==> config.mk <==
export PLATFORM = sky130hd
export DESIGN_NAME = hwpe_ctrl_uloop_nest
export DESIGN_NICKNAME = d
export VERILOG_FILES = /design/src/rtl/hwpe_ctrl_uloop_nest_pkg.sv /design/src/rtl/hwpe_ctrl_uloop_lvl_sel.sv /design/src/rtl/hwpe_ctrl_uloop_nest.sv
export SDC_FILE = /design/constraint.sdc
export NUM_CORES = 1
export LEC_CHECK = 0
export ABC_CLOCK_PERIOD_IN_PS = 8300
export BUFFER_PORTS_ARGS = -buffer_cell sky130_fd_sc_hd__buf_2
export CORE_AREA = 2 2 280 282
export CTS_CLUSTER_DIAMETER = 80
export DETAILED_ROUTE_END_ITERATION = 8
export DIE_AREA = 0 0 282 284
export GPL_TIMING_DRIVEN = 0
export REMOVE_ABC_BUFFERS = 1
export SYNTH_ARGS = -nofsm -noshare
export SYNTH_HDL_FRONTEND = slang
export SYNTH_SLANG_ARGS = --single-unit
==> constraint.sdc <==
create_clock -name clk_i -period 8.3 [get_ports clk_i]
set_clock_uncertainty 0.1 [all_clocks]
set_input_delay 0.415 -clock clk_i [delete_from_list [all_inputs] [get_ports clk_i]]
set_output_delay 0.415 -clock clk_i [all_outputs]
set_load 0.005 [all_outputs]
==> src/rtl/hwpe_ctrl_uloop_nest_pkg.sv <==
// Shared types and defaults for the nested-loop microcode engine.
// Provides the microcode op encoding, the microcode word layout, the
// engine state encoding and default sizing parameters.
package hwpe_ctrl_uloop_nest_pkg;

  localparam int unsigned ULOOP_NEST_NB_LOOPS  = 4;
  localparam int unsigned ULOOP_NEST_LENGTH    = 16;
  localparam int unsigned ULOOP_NEST_NB_REG    = 4;
  localparam int unsigned ULOOP_NEST_NB_RO_REG = 8;
  localparam int unsigned ULOOP_NEST_REG_WIDTH = 32;
  localparam int unsigned ULOOP_NEST_CNT_WIDTH = 16;

  // Operand index spans the whole visible register space {ro, rw}
  localparam int unsigned ULOOP_OPND_WIDTH = $clog2(ULOOP_NEST_NB_REG + ULOOP_NEST_NB_RO_REG);

  typedef enum logic [1:0] {
    ULOOP_NOP = 2'b00,
    ULOOP_MOV = 2'b01,
    ULOOP_ADD = 2'b10,
    ULOOP_SUB = 2'b11
  } uloop_op_t;

  typedef struct packed {
    uloop_op_t                   op;
    logic [ULOOP_OPND_WIDTH-1:0] a;
    logic [ULOOP_OPND_WIDTH-1:0] b;
  } uloop_code_t;

  typedef enum logic [1:0] {
    ULN_IDLE,
    ULN_EMIT,
    ULN_EXEC,
    ULN_DONE
  } uloop_nest_state_t;

  // Bit width able to index n items, never below one bit
  function automatic int unsigned uloop_clog2_min1(input int unsigned n);
    return (n > 1) ? $clog2(n) : 1;
  endfunction

endpackage

==> src/rtl/hwpe_ctrl_uloop_lvl_sel.sv <==
// Loop level selector (combinational).
// Ports:
//   idx  - current loop indices, level 0 innermost
//   rng  - iterations per level (0 behaves as 1)
//   lvl  - lowest level whose index can still be incremented
//   last - every level sits at its final index
module hwpe_ctrl_uloop_lvl_sel
  import hwpe_ctrl_uloop_nest_pkg::*;
#(
  parameter int unsigned NB_LOOPS  = ULOOP_NEST_NB_LOOPS,
  parameter int unsigned CNT_WIDTH = ULOOP_NEST_CNT_WIDTH,
  parameter int unsigned LVL_WIDTH = uloop_clog2_min1(NB_LOOPS)
) (
  input  logic [NB_LOOPS-1:0][CNT_WIDTH-1:0] idx,
  input  logic [NB_LOOPS-1:0][CNT_WIDTH-1:0] rng,
  output logic [LVL_WIDTH-1:0]               lvl,
  output logic                               last
);

  logic [NB_LOOPS-1:0] at_top;

  // A level is saturated at index max(rng,1)-1; a zero range is always saturated
  always_comb begin
    at_top = '0;
    for (int j = 0; j < int'(NB_LOOPS); j++) begin
      at_top[j] = (rng[j] == '0) || (idx[j] >= rng[j] - CNT_WIDTH'(1));
    end
  end

  // Scan from the outermost level down so the lowest free level wins
  always_comb begin
    lvl = '0;
    for (int j = int'(NB_LOOPS) - 1; j >= 0; j--) begin
      if (!at_top[j]) lvl = LVL_WIDTH'(j);
    end
  end

  assign last = &at_top;

endmodule

==> src/rtl/hwpe_ctrl_uloop_nest.sv <==
// Nested-loop microcode engine for streamer address generation.
// Walks NB_LOOPS loops in odometer order (loop 0 innermost); on every index
// update it runs that loop's microcode slice over a private register file,
// then presents one {idx, offs} beat on a valid/ready handshake.
// Ports:
//   clk_i, rst_ni        - clock, asynchronous active-low reset
//   test_mode_i          - no functional effect
//   clear_i              - synchronous abort, highest priority
//   start_i              - start pulse, honoured only when idle
//   range_i              - iterations per loop (0 treated as 1)
//   loop_addr_i          - first microcode word of each loop
//   loop_nbops_i         - number of ops per loop (0 allowed)
//   code_i               - microcode store
//   registers_read_i     - read-only operand registers
//   valid_o / ready_i    - beat handshake
//   idx_o / offs_o       - current loop indices / offset registers
//   busy_o               - engine not idle
//   done_o               - one-cycle pulse after the last beat is accepted
module hwpe_ctrl_uloop_nest
  import hwpe_ctrl_uloop_nest_pkg::*;
#(
  parameter int unsigned NB_LOOPS  = ULOOP_NEST_NB_LOOPS,
  parameter int unsigned LENGTH    = ULOOP_NEST_LENGTH,
  parameter int unsigned NB_REG    = ULOOP_NEST_NB_REG,
  parameter int unsigned NB_RO_REG = ULOOP_NEST_NB_RO_REG,
  parameter int unsigned REG_WIDTH = ULOOP_NEST_REG_WIDTH,
  parameter int unsigned CNT_WIDTH = ULOOP_NEST_CNT_WIDTH
) (
  input  logic                                        clk_i,
  input  logic                                        rst_ni,
  input  logic                                        test_mode_i,
  input  logic                                        clear_i,
  input  logic                                        start_i,
  input  logic [NB_LOOPS-1:0][CNT_WIDTH-1:0]          range_i,
  input  logic [NB_LOOPS-1:0][$clog2(LENGTH)-1:0]     loop_addr_i,
  input  logic [NB_LOOPS-1:0][$clog2(LENGTH):0]       loop_nbops_i,
  input  uloop_code_t [LENGTH-1:0]                    code_i,
  input  logic [NB_RO_REG-1:0][REG_WIDTH-1:0]         registers_read_i,
  output logic                                        valid_o,
  input  logic                                        ready_i,
  output logic [NB_LOOPS-1:0][CNT_WIDTH-1:0]          idx_o,
  output logic [NB_REG-1:0][REG_WIDTH-1:0]            offs_o,
  output logic                                        busy_o,
  output logic                                        done_o
);

  localparam int unsigned PC_WIDTH  = $clog2(LENGTH);
  localparam int unsigned OPS_WIDTH = PC_WIDTH + 1;
  localparam int unsigned LVL_WIDTH = uloop_clog2_min1(NB_LOOPS);

  uloop_nest_state_t                  state_q;
  logic [PC_WIDTH-1:0]                pc_q;
  logic [OPS_WIDTH-1:0]               opcnt_q;

  logic [LVL_WIDTH-1:0]               lvl;
  logic                               last;
  logic [NB_LOOPS-1:0][CNT_WIDTH-1:0] idx_nxt;
  logic [PC_WIDTH-1:0]                pc_inc;

  uloop_code_t                        cur;
  logic [REG_WIDTH-1:0]               opnd_a;
  logic [REG_WIDTH-1:0]               opnd_b;
  logic [REG_WIDTH-1:0]               wr_data;
  logic                               wr_en;

  logic                               unused_test_mode;
  assign unused_test_mode = test_mode_i;

  hwpe_ctrl_uloop_lvl_sel #(
    .NB_LOOPS  ( NB_LOOPS  ),
    .CNT_WIDTH ( CNT_WIDTH ),
    .LVL_WIDTH ( LVL_WIDTH )
  ) i_lvl_sel (
    .idx  ( idx_o   ),
    .rng  ( range_i ),
    .lvl  ( lvl     ),
    .last ( last    )
  );

  // Odometer step: bump the selected level, reset every inner level
  always_comb begin
    idx_nxt = idx_o;
    for (int j = 0; j < int'(NB_LOOPS); j++) begin
      if (j < int'(lvl)) begin
        idx_nxt[j] = '0;
      end else if (j == int'(lvl)) begin
        idx_nxt[j] = idx_o[j] + CNT_WIDTH'(1);
      end
    end
  end

  assign pc_inc = (pc_q == PC_WIDTH'(LENGTH - 1)) ? '0 : pc_q + PC_WIDTH'(1);
  assign cur    = code_i[pc_q];

  // Operand fetch: writable regs occupy indices 0..NB_REG-1, read-only above
  always_comb begin
    opnd_a = '0;
    opnd_b = '0;
    for (int i = 0; i < int'(NB_REG); i++) begin
      if (int'(cur.a) == i) opnd_a = offs_o[i];
      if (int'(cur.b) == i) opnd_b = offs_o[i];
    end
    for (int i = 0; i < int'(NB_RO_REG); i++) begin
      if (int'(cur.b) == i + int'(NB_REG)) opnd_b = registers_read_i[i];
    end
  end

  // ALU; destinations outside the writable file are silently dropped
  always_comb begin
    wr_data = opnd_a;
    wr_en   = (cur.op != ULOOP_NOP) && (int'(cur.a) < int'(NB_REG));
    case (cur.op)
      ULOOP_MOV: wr_data = opnd_b;
      ULOOP_ADD: wr_data = opnd_a + opnd_b;
      ULOOP_SUB: wr_data = opnd_a - opnd_b;
      default:   wr_data = opnd_a;
    endcase
  end

  // Sequencer with registered handshake/status outputs
  always_ff @(posedge clk_i or negedge rst_ni) begin
    if (!rst_ni) begin
      state_q <= ULN_IDLE;
      valid_o <= 1'b0;
      busy_o  <= 1'b0;
      done_o  <= 1'b0;
      idx_o   <= '0;
      offs_o  <= '0;
      pc_q    <= '0;
      opcnt_q <= '0;
    end else if (clear_i) begin
      state_q <= ULN_IDLE;
      valid_o <= 1'b0;
      busy_o  <= 1'b0;
      done_o  <= 1'b0;
      idx_o   <= '0;
      offs_o  <= '0;
      pc_q    <= '0;
      opcnt_q <= '0;
    end else begin
      case (state_q)
        ULN_IDLE: begin
          done_o <= 1'b0;
          if (start_i) begin
            idx_o   <= '0;
            offs_o  <= '0;
            pc_q    <= '0;
            opcnt_q <= '0;
            state_q <= ULN_EMIT;
            valid_o <= 1'b1;
            busy_o  <= 1'b1;
          end
        end
        ULN_EMIT: begin
          if (ready_i) begin
            if (last) begin
              state_q <= ULN_DONE;
              valid_o <= 1'b0;
              done_o  <= 1'b1;
            end else begin
              idx_o   <= idx_nxt;
              pc_q    <= loop_addr_i[lvl];
              opcnt_q <= loop_nbops_i[lvl];
              // A loop without ops chains straight into the next beat
              if (loop_nbops_i[lvl] != '0) begin
                state_q <= ULN_EXEC;
                valid_o <= 1'b0;
              end
            end
          end
        end
        ULN_EXEC: begin
          for (int i = 0; i < int'(NB_REG); i++) begin
            if (wr_en && (int'(cur.a) == i)) offs_o[i] <= wr_data;
          end
          pc_q    <= pc_inc;
          opcnt_q <= opcnt_q - OPS_WIDTH'(1);
          if (opcnt_q <= OPS_WIDTH'(1)) begin
            state_q <= ULN_EMIT;
            valid_o <= 1'b1;
          end
        end
        ULN_DONE: begin
          state_q <= ULN_IDLE;
          done_o  <= 1'b0;
          busy_o  <= 1'b0;
        end
        default: begin
          state_q <= ULN_IDLE;
          valid_o <= 1'b0;
          busy_o  <= 1'b0;
          done_o  <= 1'b0;
        end
      endcase
    end
  end

endmodule
# == Yosys cells after proc, flatten, opt, wreduce, memory -nomap -nowiden ==
# Cells that the tools add are included.
# word_totals
input_bits,522
word_cells,191
ff_bits,206
out_inout_bits,195
# op_classes
n_addsub,12
mux,77
magnitude_cmp,11
eq_ne,38
reduce_logical,39
# op_table
operator,count
$mux 32,20
$mux 128,2
$mux 64,4
$pmux 128 s2,1
$pmux 64 s2,1
$mux 16,7
$pmux 32 s3,1
$add 16x1->16 const B,4
$ge 16x16->1,4
$logic_not 16->1,4
$sub 16x1->16 const B,4
$bmux 10 s4,1
$eq 4x4->1 const B,9
$add 32x32->32,1
$sub 32x32->32,1
$ne 3x3->1 const B,9
$mux 5,5
$reduce_and 5->1,5
$mux 4,6
$mux 2,10
$eq 4x3->1 const B,4
$pmux 5 s3,1
$reduce_and 3->1,5
$ne 4x4->1 const B,3
34 further kinds,65

# == Longest topological paths before layout ==
# logic_depth
word_depth,20
depth_mapped,37
mapped_depth_nobuf,30

# == Cells and area by module ==
# A second synthesis with hierarchy kept.
# hier_totals
hier_cells,2490
area_unflattened_um2,20920.1
# by_module_without_submodules
module,cells_each,area_per_inst_um2,seq_area_each_um2,instances
hwpe_ctrl_uloop_nest,2156,18385.1,5154.9,1
hwpe_ctrl_uloop_lvl_sel,334,2534.9,0.0,1

# == Least setup slack after synthesis ==
# No wires, ideal clock.
# synth_timing
path_type,register to register
startpoint,reg pc_q[1]
endpoint,reg offs_o[31] in the netlist's numbering
path_buffers,6
path_slack_ns,1.361
path_stages_with_launch,37
t_arrival_ns,6.718
setup_time_ns,0.121
cell_sequence,dfrtp_1 buf_6 buf_8 buf_6 mux2i_1 a22o_1 or3_1 buf_4 nand2_4 buf_4 buf_2 mux2_2 o22ai_1 o211ai_1 inv_1 ha_1 and3_1 nand2_1 o31ai_1 nand2_1 xnor2_1 ha_1 a21o_1 a21o_1 a21oi_1 o21ai_0 and2_1 a211o_1 a21o_1 a41oi_1 a311o_1 xnor2_1 a21oi_1 a41o_1 a221oi_1 nand3_1 a22o_1
# synth_between
elab_chain_cells,20
word_cells_on_any_way,49
# synth_lines
item,line,rtl
"start, declared",hwpe_ctrl_uloop_nest.sv:52,logic [PC_WIDTH-1:0] pc_q;
"start signal, assigned",hwpe_ctrl_uloop_nest.sv:162,pc_q <= loop_addr_i[lvl];
"start signal, assigned",hwpe_ctrl_uloop_nest.sv:176,pc_q <= pc_inc;
$bmux 10 s4 *,hwpe_ctrl_uloop_nest.sv:93,assign cur = code_i[pc_q];
$mux 10 (implied by the code) *,hwpe_ctrl_uloop_nest.sv:93,
$logic_not 4->1,hwpe_ctrl_uloop_nest.sv:101,if (int'(cur.b) == i) opnd_b = offs_o[i];
$mux 32 (4 in a row),hwpe_ctrl_uloop_nest.sv:101,
$mux 32 (8 in a row),hwpe_ctrl_uloop_nest.sv:104,if (int'(cur.b) == i + int'(NB_REG)) opnd_b = registers_read_i[i];
$sub 32x32->32 or $add 32x32->32 (tied branches),"hwpe_ctrl_uloop_nest.sv:115, hwpe_ctrl_uloop_nest.sv:114",
$pmux 32 s3,hwpe_ctrl_uloop_nest.sv:112,case (cur.op)
$mux 32,hwpe_ctrl_uloop_nest.sv:174,if (wr_en && (int'(cur.a) == i)) offs_o[i] <= wr_data;
$pmux 128 s2,hwpe_ctrl_uloop_nest.sv:141,case (state_q)
$mux 128,hwpe_ctrl_uloop_nest.sv:131,end else if (clear_i) begin
"end, declared",hwpe_ctrl_uloop_nest.sv:42,"output logic [NB_REG-1:0][REG_WIDTH-1:0] offs_o,"
# Mark *: on every way between the ends. The rest lies on a longest branch, timed or not. The select of a mux whose other input is x is not followed.
# A chain may end at the register's enable or synchronous reset.

# == Worst setup path in the final report ==
# layout_timing
startpoint,reg pc_q[0]
endpoint,reg offs_o[63] in the netlist's numbering
# Same word-level chain as after synthesis.

==> impl_results.md <==
* Outcome: finished with violations
* Failing checks: max-capacitance violations, max-slew violations
* Slew Viols, Final at 17
* Yosys cell types at 92
* Antenna viol nets, final at 0
* Vias in the first global route at ~24000
* CTS tree: built
* Cell area power density at 349 nW/um2
* Final setup TNS at 0 ns
* Min Hold Slack at 0.137 ns
* Die height at 284 um
* First-pass GRT wire length at 167000 um
* Root Buffer: clkbuf_16
* Via density at 5.71
* Top_reg_cell synth: dfrtp_1
* Hold depth at 2
* Worst-Skew Late Latency at 0.60 ns
* Dpl ws at -2.44 ns
* Ys Warns at 0
* Worst-path clk slew at 0.06 ns
* Leading cell types in the layout, fill and taps excluded: 714 x buf_2, 488 x nand2_1, 203 x dfrtp_1, 184 x nor2_1, 160 x o21ai_0
* Final period utilization at 98.3%
* Avg Cell Area, Syn at 7.90 um2
* Mapped Area at 21200 um2
* Share of layout cells above drive strength 1 at between 30% and 40%
* Relative area change from synthesis to final layout at 32.3%
* GPL Wtd Cong at 0.981
* Smallest setup slack after layout at between 0.1 and 0.15 ns
* Slew HR at -1.88%
* Die width at 282 um
* Maxcap violations at 2
* Number of flops mapped to enable cells by yosys at 0
* Crit path required time at 8.69 ns
* Maximum VDD drop at 0.170 mV
* # port buffers at 715
* DIE AREA at 80100 um2
* FMAX at 123 MHz
* Reg2Reg Depth at 31
* Startpoint types: flop
* Fin nets at 4001
* Hold WC Path Type: in -> reg
* Hold Vio Cnt, Final at 0
* Power consumption at between 9000 and 10000 uW
* Vias at around 25000
* Wire length after detailed routing at ~120000 um
* Hpwl dp at 85800 um
* Yosys reg bits at between 200 and 250
* DR pass1 iterations at 5
* Asr flop ratio synth at 100%
* GRT Resource Usage Total at 28.4%
* Lkg Pwr at between 0.01 and 0.015 uW
* Commonest non-fill, non-tap cell in the layout: buf_2
* GR Overflow Total at 0
* Setup Viol. Count Final at 0
* Reg2reg setup slack at around 0.14 ns
* Number of buffers created by CTS at 28
* Post-Synthesis Cells at 2686
* Initial antenna violation count at 17
* Slowest library cell on the worst path: or3_4
* DR WL/cell at 26.7 um
* Worst Tran Pin Value at 1.52 ns
* Residual DRC at 0
* Max stage delay on crit path at 0.49 ns
* Core Box Area at a little under 80000 um2
* Number of fill cells in the layout at 8148
* Longest Clk Path Bufs at 3
* Worst setup EP type: flop
* H-tree depth at 1
* Iter 0 DRT Violations at 2744
* Largest net degree at the start of global routing at 107
* Site row count at 102
* Crit Path Category: reg -> reg
* Worst-path maximum fanout at 21
* # IOs at 717
* Sequential element share of the synthesized area at roughly 24%
* Final Critical Period at 8.16 ns
* CTS Sinks at 206
* Critical Path AT at around 8.5 ns
* Starting density of the core at 27.6%
==> flip-flops by register name, indices dropped and copies added (netlist names) <==
name	count
offs_o	128
state_q	2
idx_o	64
valid_o	1
done_o	1
busy_o	1
opcnt_q	5
pc_q	4
==> metal layers <==
metal | GRT usage, % | wire [um] | part of all wire [%]
met3 | 11.8 | 14900 | 13
met1 | 32.5 | 43000 | 36
met4 | 17.4 | 8430 | 7.1
met5 | 0 | 126 | 0.11
met2 | 43.7 | 51800 | 44
==> layout make-up <==
type	instances	area [um2]	area share [%]
inverter	50	201	0.717
timing repair buffer	808	4760	17.0
clock inverter	15	184	0.655
sequential	206	5160	18.4
clock buffer	37	785	2.79
multi-input combinational	2273	15700	55.8
tap	1040	1300	4.63
antenna	8	20.0	0.0713
==> worst max-delay path: cells and delay by family, from the launching register on <==
kind	cells	cell delay [ns]
AOI/OAI and AO/OA	17	4.22
and+or+nand+nor	9	2.19
DFF	1	0.48
buffers and inverters	2	0.44
adders and majority gates	1	0.33
xor gates and xnor gates	2	0.28
==> cell usage after synthesis (all sizes together), types with 18 or more instances <==
cell	n	area (um2)
nand2	499	1890
dfrtp	206	5150
nor2	194	728
o21ai	168	845
a21oi	150	762
ha	111	1390
nand3	107	548
clkbuf	105	394
xnor2	88	771
mux2i	72	724
nor3	68	367
xor2	68	596
a211oi	63	478
buf	59	395
mux4	52	1170
inv	49	184
a21o	41	308
and2	41	257
nor2b	36	225
and3	33	206
nor4	33	236
o211ai	32	245
a22oi	30	225
mux2	30	342
nand4	28	181
a31oi	26	163
or3	26	163
o31ai	21	158
a22o	19	166
o22ai	18	113
==> power by group <==
| part | switching, uW | internal, uW | total [uW] |
|---|---|---|---|
| registers | 240 | 1170 | 1410 |
| clock network | 520 | 762 | 1280 |
| logic | 4600 | 2520 | 7110 |
==> logic make-up after synthesis <==
kind of cell | after synthesis | synth area share [%]
AO/OA/AOI/OAI | 721 | 22.9
XOR/XNOR | 156 | 6.44
multiplexers | 154 | 10.5
AND/OR/NAND/NOR | 1123 | 24.6
buffers and inverters | 214 | 4.60
adder cells (fa/ha/maj) | 112 | 6.64
flip-flops | 206 | 24.3
==> final timing paths <==
check / from / endpoint
hold / removal: clear_i / busy_o
min in group asynchronous: rst_ni / offs_o[51]
hold reg to reg: opcnt_q[4] / opcnt_q[4]
setup / recovery: pc_q[0] / offs_o[63]
setup reg to reg: pc_q[0] / offs_o[63]
max in group asynchronous: rst_ni / pc_q[1]
==> metrics by stage <==
stage / instance area, um2 / instances / utilization [%]
6_report: 28100 / 4437 / 36.5
5_1_grt: 28100 / 4433 / 36.5
4_1_cts: 27600 / 4398 / 35.9
3_5_place_dp: 26200 / 4315 / 34.0
3_3_place_gp: 25300 / 4277 / 32.9
2_1_floorplan: 20400 / 2522 / -
==> what timing repair did <==
item	in CTS	in global routing
gates cloned	6	3
resized for setup	44	35
hold buffers	1	0
setup endpoints to repair	99	33
buffers inserted	24	27
pin swaps	11	16
endpoints found under the hold margin	105	0
No activity file was read; power rests on OpenSTA's default activity.
